## src/rtl/sm_para_n_ch.sv

```systemverilog
// sm_para_n_ch: CH independent IDLE/S1/S2/ERROR Moore FSMs with dwell timeout and saturating error counters
module sm_para_n_ch #(
    parameter int CH       = 4,
    parameter int TMO      = 8,
    parameter int CNT_W    = 4,
    parameter int AUTO_REC = 0
) (
    input  logic                  clk,
    input  logic                  rst,
    input  logic [CH-1:0]         i1,
    input  logic [CH-1:0]         i2,
    input  logic                  err_clr,
    output logic [CH-1:0]         o1,
    output logic [CH-1:0]         o2,
    output logic [CH-1:0]         err,
    output logic                  err_any,
    output logic [CH*CNT_W-1:0]   err_cnt
);
    typedef enum logic [1:0] {IDLE, S1, S2, ERR} st_t;
    localparam logic [7:0] TMO_M1 = 8'(TMO - 1);
    localparam logic [7:0] TMO_8  = 8'(TMO);
    st_t        st [CH];
    st_t        nx [CH];
    logic [7:0] dw [CH];
    logic [CH-1:0] n_err;
    // next state per channel: transition table, then dwell timeout, then err_clr override
    always_comb begin
        n_err = '0;
        for (int n = 0; n < CH; n++) begin
            nx[n] = st[n] == IDLE ? (!i1[n] ? IDLE : i2[n] ? S1 : ERR) :
                    st[n] == S1   ? (!i2[n] ? S1 : i1[n] ? S2 : ERR) :
                    st[n] == S2   ? (i2[n] ? S2 : i1[n] ? IDLE : ERR) :
                    ((AUTO_REC != 0 && !i1[n] && !i2[n]) ? IDLE : ERR);
            if ((st[n] == S1 || st[n] == S2) && nx[n] == st[n] && dw[n] == TMO_M1)
                nx[n] = ERR;
            if (err_clr && nx[n] == ERR)
                nx[n] = IDLE;
            n_err[n] = nx[n] == ERR;
        end
    end
    // state, dwell and error counters plus outputs decoded from the next state into registers
    always_ff @(posedge clk) begin
        if (rst) begin
            for (int n = 0; n < CH; n++) begin
                st[n] <= IDLE;
                dw[n] <= '0;
            end
            o1      <= '0;
            o2      <= '0;
            err     <= '0;
            err_any <= 1'b0;
            err_cnt <= '0;
        end else begin
            for (int n = 0; n < CH; n++) begin
                st[n] <= nx[n];
                dw[n] <= nx[n] != st[n] ? 8'd0 : dw[n] == TMO_8 ? dw[n] : dw[n] + 8'd1;
                err_cnt[n*CNT_W +: CNT_W] <= err_clr ? '0 :
                    (nx[n] == ERR && st[n] != ERR && err_cnt[n*CNT_W +: CNT_W] != '1) ?
                    err_cnt[n*CNT_W +: CNT_W] + CNT_W'(1) : err_cnt[n*CNT_W +: CNT_W];
                o1[n] <= nx[n] == S1 || nx[n] == S2;
                o2[n] <= nx[n] == S2;
            end
            err     <= n_err;
            err_any <= |n_err;
        end
    end
endmodule

```

## config.mk

```make
export PLATFORM = sky130hd
export DESIGN_NAME = sm_para_n_ch
export DESIGN_NICKNAME = d
export VERILOG_FILES = /design/src/rtl/sm_para_n_ch.sv
export SDC_FILE = /design/constraint.sdc
export NUM_CORES = 1
export LEC_CHECK = 0
export ABC_AREA = 0
export ABC_CLOCK_PERIOD_IN_PS = 3470
export BUFFER_PORTS_ARGS = -buffer_cell sky130_fd_sc_hd__buf_2
export CORE_MARGIN = 4
export CORE_UTILIZATION = 35
export CTS_CLUSTER_SIZE = 24
export DETAILED_ROUTE_END_ITERATION = 8
export PLACE_DENSITY = 0.6
export SYNTH_ARGS = -nofsm -noshare
export SYNTH_HDL_FRONTEND = slang
export SYNTH_SLANG_ARGS = --single-unit
```

## constraint.sdc

```tcl
create_clock -name clk -period 3.47 [get_ports clk]
set_input_delay 0.694 -clock clk [delete_from_list [all_inputs] [get_ports clk]]
set_output_delay 0.694 -clock clk [all_outputs]
set_load 0.02 [all_outputs]
```

==> run summary, run 1 <==
Relative slew slack -> 47.1%
CTS max path bufs -> 2
# Max-Cap Violations -> 0
Hold_ws -> 490 ps
Io pins -> 40
Crit start category -> flop
Placed inst area -> 4640 sq um
FF+latch area -> 1380 sq um
Clk root buf -> clkbuf_16
Sequential area share after synthesis -> 32.6%
Status -> complete, no violations
Cts bufs inserted -> 9
Detailed Route Iter0 Violations -> 342
Antenna violations before repair -> 0
Pin count of the biggest net entering global routing -> 36
Sink Count -> 69
Final antenna diode count -> 0
# nets final -> 572
Layout area overhead -> 17.2%
PortBufs -> 39
Leak pwr -> 2.06 nW
First-pass GRT wire length -> 15.9 mm
Routed WL -> 9.45 mm
Number of global-route vias before repair -> 3,395
Layout Utilization -> 42.8%
Pwr dens -> 583 nW/um^2
Asr flop ratio synth -> 0%
CTS tree -> done
Pre-CTS setup slack -> 144 ps
Min Tclk post-route -> 3240 ps
Post-route ant nets -> 0
GP Congestion -> 0.866
Layout Skew -> 4.01 ps
Busiest metal layer after global routing -> met2
Most used cell, CP -> ha_1
Critical-path top delay cell -> dfxtp_1
Max Slew Vio Count -> 0
Hold WC Path Type -> reg -> reg
Final Setup Violations -> 0
Critical path endpoint category -> flop
Hold buffers post-CTS -> 0
Die ar. -> 13,900 sq um
Post-DP HPWL -> 6.82 mm
Met3 GRT Util -> 4.23%
VDD IR max -> 0.000234 V
Main flop type after synthesis -> dfxtp_1
Syn Area/Cell -> 8.88 sq um
Initial Utilization -> 36.5%
Crit path largest cell delay -> 480 ps
Via/cell ratio -> 5.51
Mapped Cells -> 477
Crit Path Max Fanout -> 9
Fmax -> 309 MHz
Later-pin clock latency in the skew report -> 330 ps
Met2 Resource Use GR -> 21.8%
Die W -> 118 um
Layout cells sized above 1 -> 16.4%
Distinct cell type count after synthesis -> 65
Core area -> 11,600 sq um
GRT Overall Usage -> 13.6%
DR WL/cell -> 14.0 um
Initial DRT Pass Iterations -> 4
Worst Tran Pin Value -> 786 ps
Tcrit/Tclk final -> 93.3%
Cell Chain, Critical Path -> inv_1 > ha_1 > mux2_2 > a211oi_4 > mux2i_1 > o221ai_2 > ha_1 > nor2b_1 > nand2_1 > or3_1 > a21oi_1
Netlist Area Pre-Place -> 4240 sq um
Multi-input gate area -> 2740 sq um
Grt total ovfl -> 0
Row cnt -> 39
Met1 global-route usage -> 17.3%
Finished Cell Area -> 4970 sq um
Post-synth EDFFs -> 0
Worst Setup Slack, final -> 231 ps
WP data required -> 3730 ps
H-tree levels -> 3
FILL cells -> 1,151
Arrival time at the worst endpoint -> 3500 ps
Final hold vios -> 0
Clock Pin Slew Worst Setup and Hold Paths -> 60 ps
Yosys reg bits -> 69
Crit Path Class -> reg -> reg
Synthesis warning total -> 0
Syn nets -> 524
Via Count -> 3,709
# DRC -> 0
Die Y -> 118 um
-- layer usage --
metal,routed length [um],part of all wire [%]
met1,4630,49
met2,4260,45
met3,405,4.3
met4,166,1.8
met5,0,0
-- critical path, delay by kind of cell, from the launching register on --
family / cells / cell delay [ps]
adders and majority gates: 2 / 490
and+or+nand+nor: 3 / 690
buffers and inverters: 1 / 160
DFF: 1 / 480
AOI/OAI and AO/OA: 3 / 840
muxes: 2 / 520
-- synth_stat cells, drive strengths merged (2+ instances only) --
cell type	number	area [sq um]
nand2	21	78.8
nor3b	2	15.0
ha	36	450
o221ai	4	41.3
a31oi	5	31.3
buf	2	8.75
xnor2	14	123
a221oi	2	17.5
a21oi	19	95.1
a22o	4	35.0
a32oi	2	25.0
nor2b	17	106
a2111oi	2	17.5
nor3	19	100
nand2b	6	37.5
nand3	30	150
and3	13	81.3
nand4b	5	43.8
or2	2	12.5
nor4	26	169
a211oi	5	80.1
mux2i	13	130
a22oi	3	22.5
a211o	4	35.0
o211ai	3	22.5
nand4	3	18.8
dfxtp	69	1380
or4	3	22.5
mux2	3	33.8
and4b	4	40.0
a21o	6	45.0
o31a	2	17.5
xor2	26	228
nor4bb	3	30.0
clkbuf	13	48.8
nor2	33	126
a311oi	3	26.3
o21ai	8	40.0
inv	22	82.6
or3	5	36.3
-- power breakdown --
| part | leakage, nW | switching (mW) | total (mW) | internal (mW) |
|---|---|---|---|---|
| registers | 0.562 | 0.0767 | 0.959 | 0.882 |
| clock network | 0.138 | 0.346 | 0.901 | 0.555 |
| logic | 1.36 | 0.613 | 1.04 | 0.423 |
| total | 2.06 | 1.04 | 2.90 | 1.86 |
-- per-stage QoR --
stage,total power [mW],TNS (ps),instances
2_1_floorplan,1.70,0,477
3_3_place_gp,1.96,0,655
3_5_place_dp,1.98,0,655
4_1_cts,2.89,0,671
5_1_grt,3.09,-3.89,673
6_report,2.90,0,673
-- final timing paths --
check | startpoint | to | slack [ps] | cells past startpoint
max | st[0][1] | err_cnt[3] | 230 | 11
min | err_cnt[13] | err_cnt[13] | 490 | 2
max reg2reg | st[0][1] | err_cnt[3] | 230 | 11
min reg2reg | err_cnt[13] | err_cnt[13] | 490 | 2
-- layout make-up --
class | instances | share of cell area [%]
Clock buffer | 10 | 4.61
Clock inverter | 6 | 1.28
Inverter | 22 | 1.66
Multi-Input combinational cell | 371 | 55.1
Sequential cell | 69 | 27.9
Tap cell | 143 | 3.60
Timing Repair Buffer | 52 | 5.90
-- kinds of logic (layout without fill, tap and decap cells) --
family,Yosys count,after routing,share of synthesized area (%)
AND/OR/NAND/NOR,196,196,26.0
buffers and inverters,37,90,3.31
AO/OA/AOI/OAI,83,83,15.4
multiplexers,16,16,3.87
adder cells (fa/ha/maj),36,36,10.6
flip-flops,69,69,32.6
XOR/XNOR,40,40,8.27
-- flip-flops by register name (all words and copies together), names as in the netlist --
signal   count
dw          32
err          4
err_any      1
err_cnt     16
o1           4
o2           4
st           8
-- layout by cell type (no fill, tap or decap), types with 4 or more instances in the layout --
cell,count
nand2b_1,6
o21ai_0,8
nand3_1,30
nor2_1,32
nand2_1,21
nor2b_1,17
buf_4,13
a211o_1,4
ha_1,36
a21oi_1,19
a21o_1,6
a22o_1,4
or3_1,4
buf_2,39
a31oi_1,5
clkbuf_16,9
dfxtp_1,67
xnor2_1,14
xor2_1,26
nand4b_1,5
nor4_1,25
inv_1,22
and4b_1,4
nor3_1,18
mux2i_1,13
and3_1,13
-- repair_timing --
action,in CTS,in global routing
endpoints found under the setup margin,0,2
buffers inserted,0,2
resized for setup,0,5
No activity file was read; power rests on OpenSTA's default activity.
==> inputs of run 2 (changes only) <==
--- a/config.mk
+++ b/config.mk
@@ -6,13 +6,14 @@
 export NUM_CORES = 1
 export LEC_CHECK = 0
 export ABC_AREA = 0
-export ABC_CLOCK_PERIOD_IN_PS = 3470
+export ABC_CLOCK_PERIOD_IN_PS = 3790
 export BUFFER_PORTS_ARGS = -buffer_cell sky130_fd_sc_hd__buf_2
+export CORE_ASPECT_RATIO = 1.25
 export CORE_MARGIN = 4
 export CORE_UTILIZATION = 35
 export CTS_CLUSTER_SIZE = 24
 export DETAILED_ROUTE_END_ITERATION = 8
-export PLACE_DENSITY = 0.6
+export PLACE_DENSITY = 0.58
 export SYNTH_ARGS = -nofsm -noshare
 export SYNTH_HDL_FRONTEND = slang
 export SYNTH_SLANG_ARGS = --single-unit
==> constraint.sdc (replaced) <==
create_clock -name clk -period 3.79 [get_ports clk]
set_input_delay 0.758 -clock clk [delete_from_list [all_inputs] [get_ports clk]]
set_output_delay 0.758 -clock clk [all_outputs]
set_load 0.02 [all_outputs]
==> run 2 against run 1 <==
Effect of this change:
- combinational power is 16% lower
- worst hold slack better by 7.6 ps
- via count shrank 3.3%
- fmax shrank 4.7%
- sequential cell count unchanged
- critical path type unchanged
- largest cell class unchanged
==> run summary, run 2 (synthesized netlist as in run 1, its figures left out) <==
Crit Path Max Fanout -> 9
Cts bufs inserted -> 9
Final hold vios -> 0
RSZ-0062 raised after global routing -> false
Leak pwr -> 2.02 nW
CTS max path bufs -> 2
Pin count of the biggest net entering global routing -> 36
Clock Pin Slew Worst Setup and Hold Paths -> 60 ps
Max reg flops -> 32
PortBufs -> 39
Status -> complete, no violations
Hold WC Path Type -> reg -> reg
R2r endpoint -> err_cnt[3]
# Max-Cap Violations -> 0
Die W -> 106 um
Critical path endpoint category -> flop
Die ar. -> 13,900 sq um
Most common cell after layout, fill and taps aside -> dfxtp_1
Initial Utilization -> 36.1%
Sink Count -> 69
Commonest non-fill, non-tap cells in the layout -> dfxtp_1, buf_2, ha_1, nor2_1, nand3_1
Clk root buf -> clkbuf_16
Fmax -> 294 MHz
Number of global-route vias before repair -> 3,389
Layout Utilization -> 42.0%
Worst reg2reg setup slack -> 390 ps
WP data required -> 4050 ps
Io pins -> 40
Die Y -> 131 um
Routed WL -> 9.07 mm
Via/cell ratio -> 5.27
Register-to-Register Path Depth -> 11
Final Setup Violations -> 0
# nets final -> 562
WHS Path Cells -> 2
# DRC -> 0
Row cnt -> 44
Met1 global-route usage -> 16.1%
Final antenna diode count -> 0
DR WL/cell -> 13.3 um
Postcts setup bufs -> 0
Layout cells sized above 1 -> 13.9%
HP Start -> err_cnt[13]
Top reg by flops -> dw
Endpoint, Worst Hold -> err_cnt[13]
Post-DP HPWL -> 6.61 mm
Max Slew Vio Count -> 0
Post_cts resized -> 0
Arrival time at the worst endpoint -> 3660 ps
Layout area overhead -> 16.1%
Via Count -> 3,585
Hold buffers post-CTS -> 0
Grt total ovfl -> 0
H-tree levels -> 3
Layout Skew -> 8.11 ps
Initial DRT Pass Iterations -> 6
CTS tree -> done
Tcrit/Tclk final -> 89.7%
Busiest metal layer after global routing -> met2
Met2 Resource Use GR -> 22.7%
VDD IR max -> 0.000226 V
First-pass GRT wire length -> 15.4 mm
GP Congestion -> 0.812
Pwr dens -> 544 nW/um^2
Later-pin clock latency in the skew report -> 340 ps
TNS Setup -> 0 ps
Worst reg2reg startpoint -> st[0][0]
Crit Path Class -> reg -> reg
Antenna violations before repair -> 1
Top Registers -> dw (32), err_cnt (16), st (8)
Relative slew slack -> 46.5%
Core area -> 11,700 sq um
GRT Overall Usage -> 13.5%
Crit start category -> flop
Worst Tran Pin Value -> 796 ps
Post-route ant nets -> 0
Met3 GRT Util -> 3.59%
Detailed Route Iter0 Violations -> 238
Min Tclk post-route -> 3400 ps
==> run 2: power by group <==
part | leakage, nW | internal, mW | total, mW | switching, mW
combinational | 1.31 | 0.351 | 0.869 | 0.518
sequential | 0.562 | 0.807 | 0.896 | 0.0892
clock | 0.151 | 0.592 | 0.910 | 0.318
==> run 2: how the worst max path moves through the flow <==
stage	start	cells past startpoint	slack (ps)	to
final	st[0][0]	11	390	err_cnt[3]
after global placement	i1[0]	10	410	err_cnt[3]
after CTS	st[0][0]	11	360	err_cnt[3]
after detailed placement	i1[0]	10	340	err_cnt[3]
after floorplan	st[2][0]	15	550	err_cnt[11]
after global routing	st[0][0]	11	80	err_cnt[3]
==> run 2: layout make-up <==
class	count	area (sq um)
Clock inverter	5	83.8
Sequential cell	69	1380
Inverter	22	82.6
Multi-Input combinational cell	371	2720
Clock buffer	10	239
Tap cell	161	201
Timing Repair Buffer	42	218
Fill cell	1181	6800
==> run 2: through the flow <==
step / hold WS, ps / setup WS [ps] / area [sq um] / std cells / power (mW)
floorplan: 502 / 547 / 4240 / 477 / 1.56
global placement: 482 / 414 / 4600 / 665 / 1.76
detailed placement: 487 / 343 / 4600 / 665 / 1.78
CTS: 498 / 358 / 4920 / 680 / 2.70
global route: 534 / 79.8 / 4920 / 680 / 2.85
finish: 497 / 391 / 4920 / 680 / 2.68
==> run 2: metal layers <==
layer  vias to the layer above  wire (um)
met5                         -         12
met1                      1672       4190
met2                        62       4350
met4                         2        139
li1                       1838          -
met3                        11        372
==> run 2: worst max-delay path: stages (launching register included) <==
cell      delay [ps]
dfxtp_1          490
inv_1            170
ha_1             260
mux2_2           290
a211oi_4         490
mux2i_1          140
o221ai_1         320
ha_1             250
nor2b_1          250
nand2_1          150
or3_1            360
a21oi_1          150
==> inputs of run 3 (changes only) <==
--- a/config.mk
+++ b/config.mk
@@ -14,6 +14,7 @@
 export CTS_CLUSTER_SIZE = 24
 export DETAILED_ROUTE_END_ITERATION = 8
 export PLACE_DENSITY = 0.58
+export RECOVER_POWER = 100
 export SYNTH_ARGS = -nofsm -noshare
 export SYNTH_HDL_FRONTEND = slang
 export SYNTH_SLANG_ARGS = --single-unit
==> run 3 against run 2 <==
Effect of this change:
- combinational power down 3.1%
- largest cell class unchanged
- clock skew about the same
- via count hardly changed
- register-to-register slack worse by 70 ps
- fmax decreased by 1.9%
- power decreased by 0.96%
- wire length is 0.71% higher
- non-clock buffer count unchanged
- sequential share of layout area increased by 0.34 points
==> run summary, run 3 (synthesized netlist as in run 1, its figures left out) <==
Final hold vios -> 0
Die W -> 106 um
H-tree levels -> 3
Number of global-route vias before repair -> 3,389
TNS Setup -> 0 ps
Later-pin clock latency in the skew report -> 340 ps
Antenna violations before repair -> 1
Cell Chain, Critical Path -> inv_1 > ha_1 > mux2_1 > a211oi_4 > mux2i_1 > nand2_1 > nand3_1 > ha_1 > inv_1 > a311oi_1 > clkbuf_1 > nand4_1 > xor2_1 > nor2_1
VDD IR max -> 0.000226 V
Worst reg2reg startpoint -> st[2][0]
Via Count -> 3,587
Worst reg2reg setup slack -> 320 ps
Min Tclk post-route -> 3470 ps
Post-DP HPWL -> 6.61 mm
Crit start category -> flop
Layout Utilization -> 41.5%
Post-route ant nets -> 0
HP Start -> err_cnt[13]
Crit Path Max Fanout -> 12
Die Y -> 131 um
Cts bufs inserted -> 9
First-pass GRT wire length -> 15.4 mm
Clk root buf -> clkbuf_16
Via/cell ratio -> 5.28
# DRC -> 0
WHS Path Cells -> 2
Commonest non-fill, non-tap cells in the layout -> dfxtp_1, ha_1, nor2_1, nand3_1, clkbuf_1
Pin count of the biggest net entering global routing -> 36
Hold buffers post-CTS -> 0
Pre-CTS setup slack -> 343 ps
Worst Setup Slack, final -> 324 ps
Pwr dens -> 545 nW/um^2
Post_cts resized -> 0
Endpoint, Worst Hold -> err_cnt[13]
Crit path largest cell delay -> 550 ps
CTS tree -> done
PortBufs -> 39
GP Congestion -> 0.812
Buf+Inv Stages, Crit Path -> 3
Hold_ws -> 495 ps
Final Setup Violations -> 0
R2r endpoint -> err_cnt[11]
Fmax -> 289 MHz
Io pins -> 40
Critical-path top delay cell -> dfxtp_1
Final antenna diode count -> 0
DR WL/cell -> 13.4 um
Grt total ovfl -> 0
Layout cells sized above 1 -> 7.13%
CTS max path bufs -> 2
WP data required -> 4000 ps
Status -> complete, no violations
Routed WL -> 9.13 mm
Crit Path Class -> reg -> reg
Postcts setup bufs -> 0
Leak pwr -> 1.89 nW
Relative slew slack -> 31.6%
CP delay by family, top -> compound AO/OA/AOI/OAI gates
Clock Pin Slew Worst Setup and Hold Paths -> 60 ps
Layout Skew -> 8.04 ps
Max reg flops -> 32
Detailed Route Iter0 Violations -> 286
Hold WC Path Type -> reg -> reg
Top reg by flops -> dw
# Max-Cap Violations -> 0
GRT Overall Usage -> 13.5%
Register-to-Register Path Depth -> 14
Max Slew Vio Count -> 0
Core area -> 11,700 sq um
Critical path endpoint category -> flop
Top Registers -> dw (32), err_cnt (16), st (8)
Layout area overhead -> 14.8%
RSZ-0062 raised after global routing -> false
Die ar. -> 13,900 sq um
Worst Tran Pin Value -> 1020 ps
Sink Count -> 69
# nets final -> 562
Most common cell after layout, fill and taps aside -> dfxtp_1
Arrival time at the worst endpoint -> 3680 ps
Row cnt -> 44
Initial DRT Pass Iterations -> 5
Tcrit/Tclk final -> 91.4%
Initial Utilization -> 36.1%
-- run 3: changes by cell type in the layout (fill, tap and decap cells not counted) --
cell,previous run,this run
a211oi_1,1,2
a211oi_2,1,0
a32oi_1,1,2
a32oi_2,1,0
buf_2,39,10
buf_4,3,2
clkbuf_1,0,30
mux2_1,0,2
mux2_2,3,1
o221ai_1,3,4
o221ai_2,1,0
-- run 3: stage by stage --
stage	power (mW)	instance area, sq um	std cells
final	2.65	4860	680
after global routing	2.82	4860	680
after CTS	2.70	4920	680
after detailed placement	1.78	4600	665
after global placement	1.76	4600	665
after floorplan	1.56	4240	477
-- run 3: worst max-delay path by stage --
stage                  end  cells after the start     start  slack [ps]
4_1_cts         err_cnt[3]                     11  st[0][0]         360
3_5_place_dp    err_cnt[3]                     10     i1[0]         340
2_1_floorplan  err_cnt[11]                     15  st[2][0]         550
3_3_place_gp    err_cnt[3]                     10     i1[0]         410
6_report       err_cnt[11]                     14  st[2][0]         320
5_1_grt         err_cnt[3]                     11  st[0][0]          80
-- run 3: final cells by class --
type / instances / area (sq um)
inverters: 22 / 82.6
clock buffers: 10 / 239
flip-flops and latches: 69 / 1380
fillers: 1204 / 6860
clock inverters: 5 / 83.8
repair buffers: 42 / 178
well taps: 161 / 201
multi-input cells: 371 / 2700
-- run 3: worst reg2reg max path, stage by stage (launching register included) --
cell and delay, ps:
dfxtp_1 550, inv_1 210, ha_1 280, mux2_1 330, a211oi_4 460, mux2i_1 250
nand2_1 90, nand3_1 130, ha_1 200, inv_1 60, a311oi_1 230, clkbuf_1 220
nand4_1 130, xor2_1 140, nor2_1 50
-- run 3: metal layers --
metal  part of all wire (%)  vias to the layer above  wire length [um]  global-route usage [%]
li1                       -                     1837                 -                       -
met1                     46                     1675              4210                    16.1
met2                     48                       64              4370                    22.7
met3                    4.7                        9               427                    3.59
met4                    1.3                        2               118                    6.17
met5                   0.13                        -                12                       0
-- run 3: power breakdown --
group / total [mW] / internal [mW] / switching, mW
clock network: 0.910 / 0.592 / 0.318
registers: 0.898 / 0.807 / 0.0911
logic: 0.842 / 0.330 / 0.513
total: 2.65 / 1.73 / 0.921
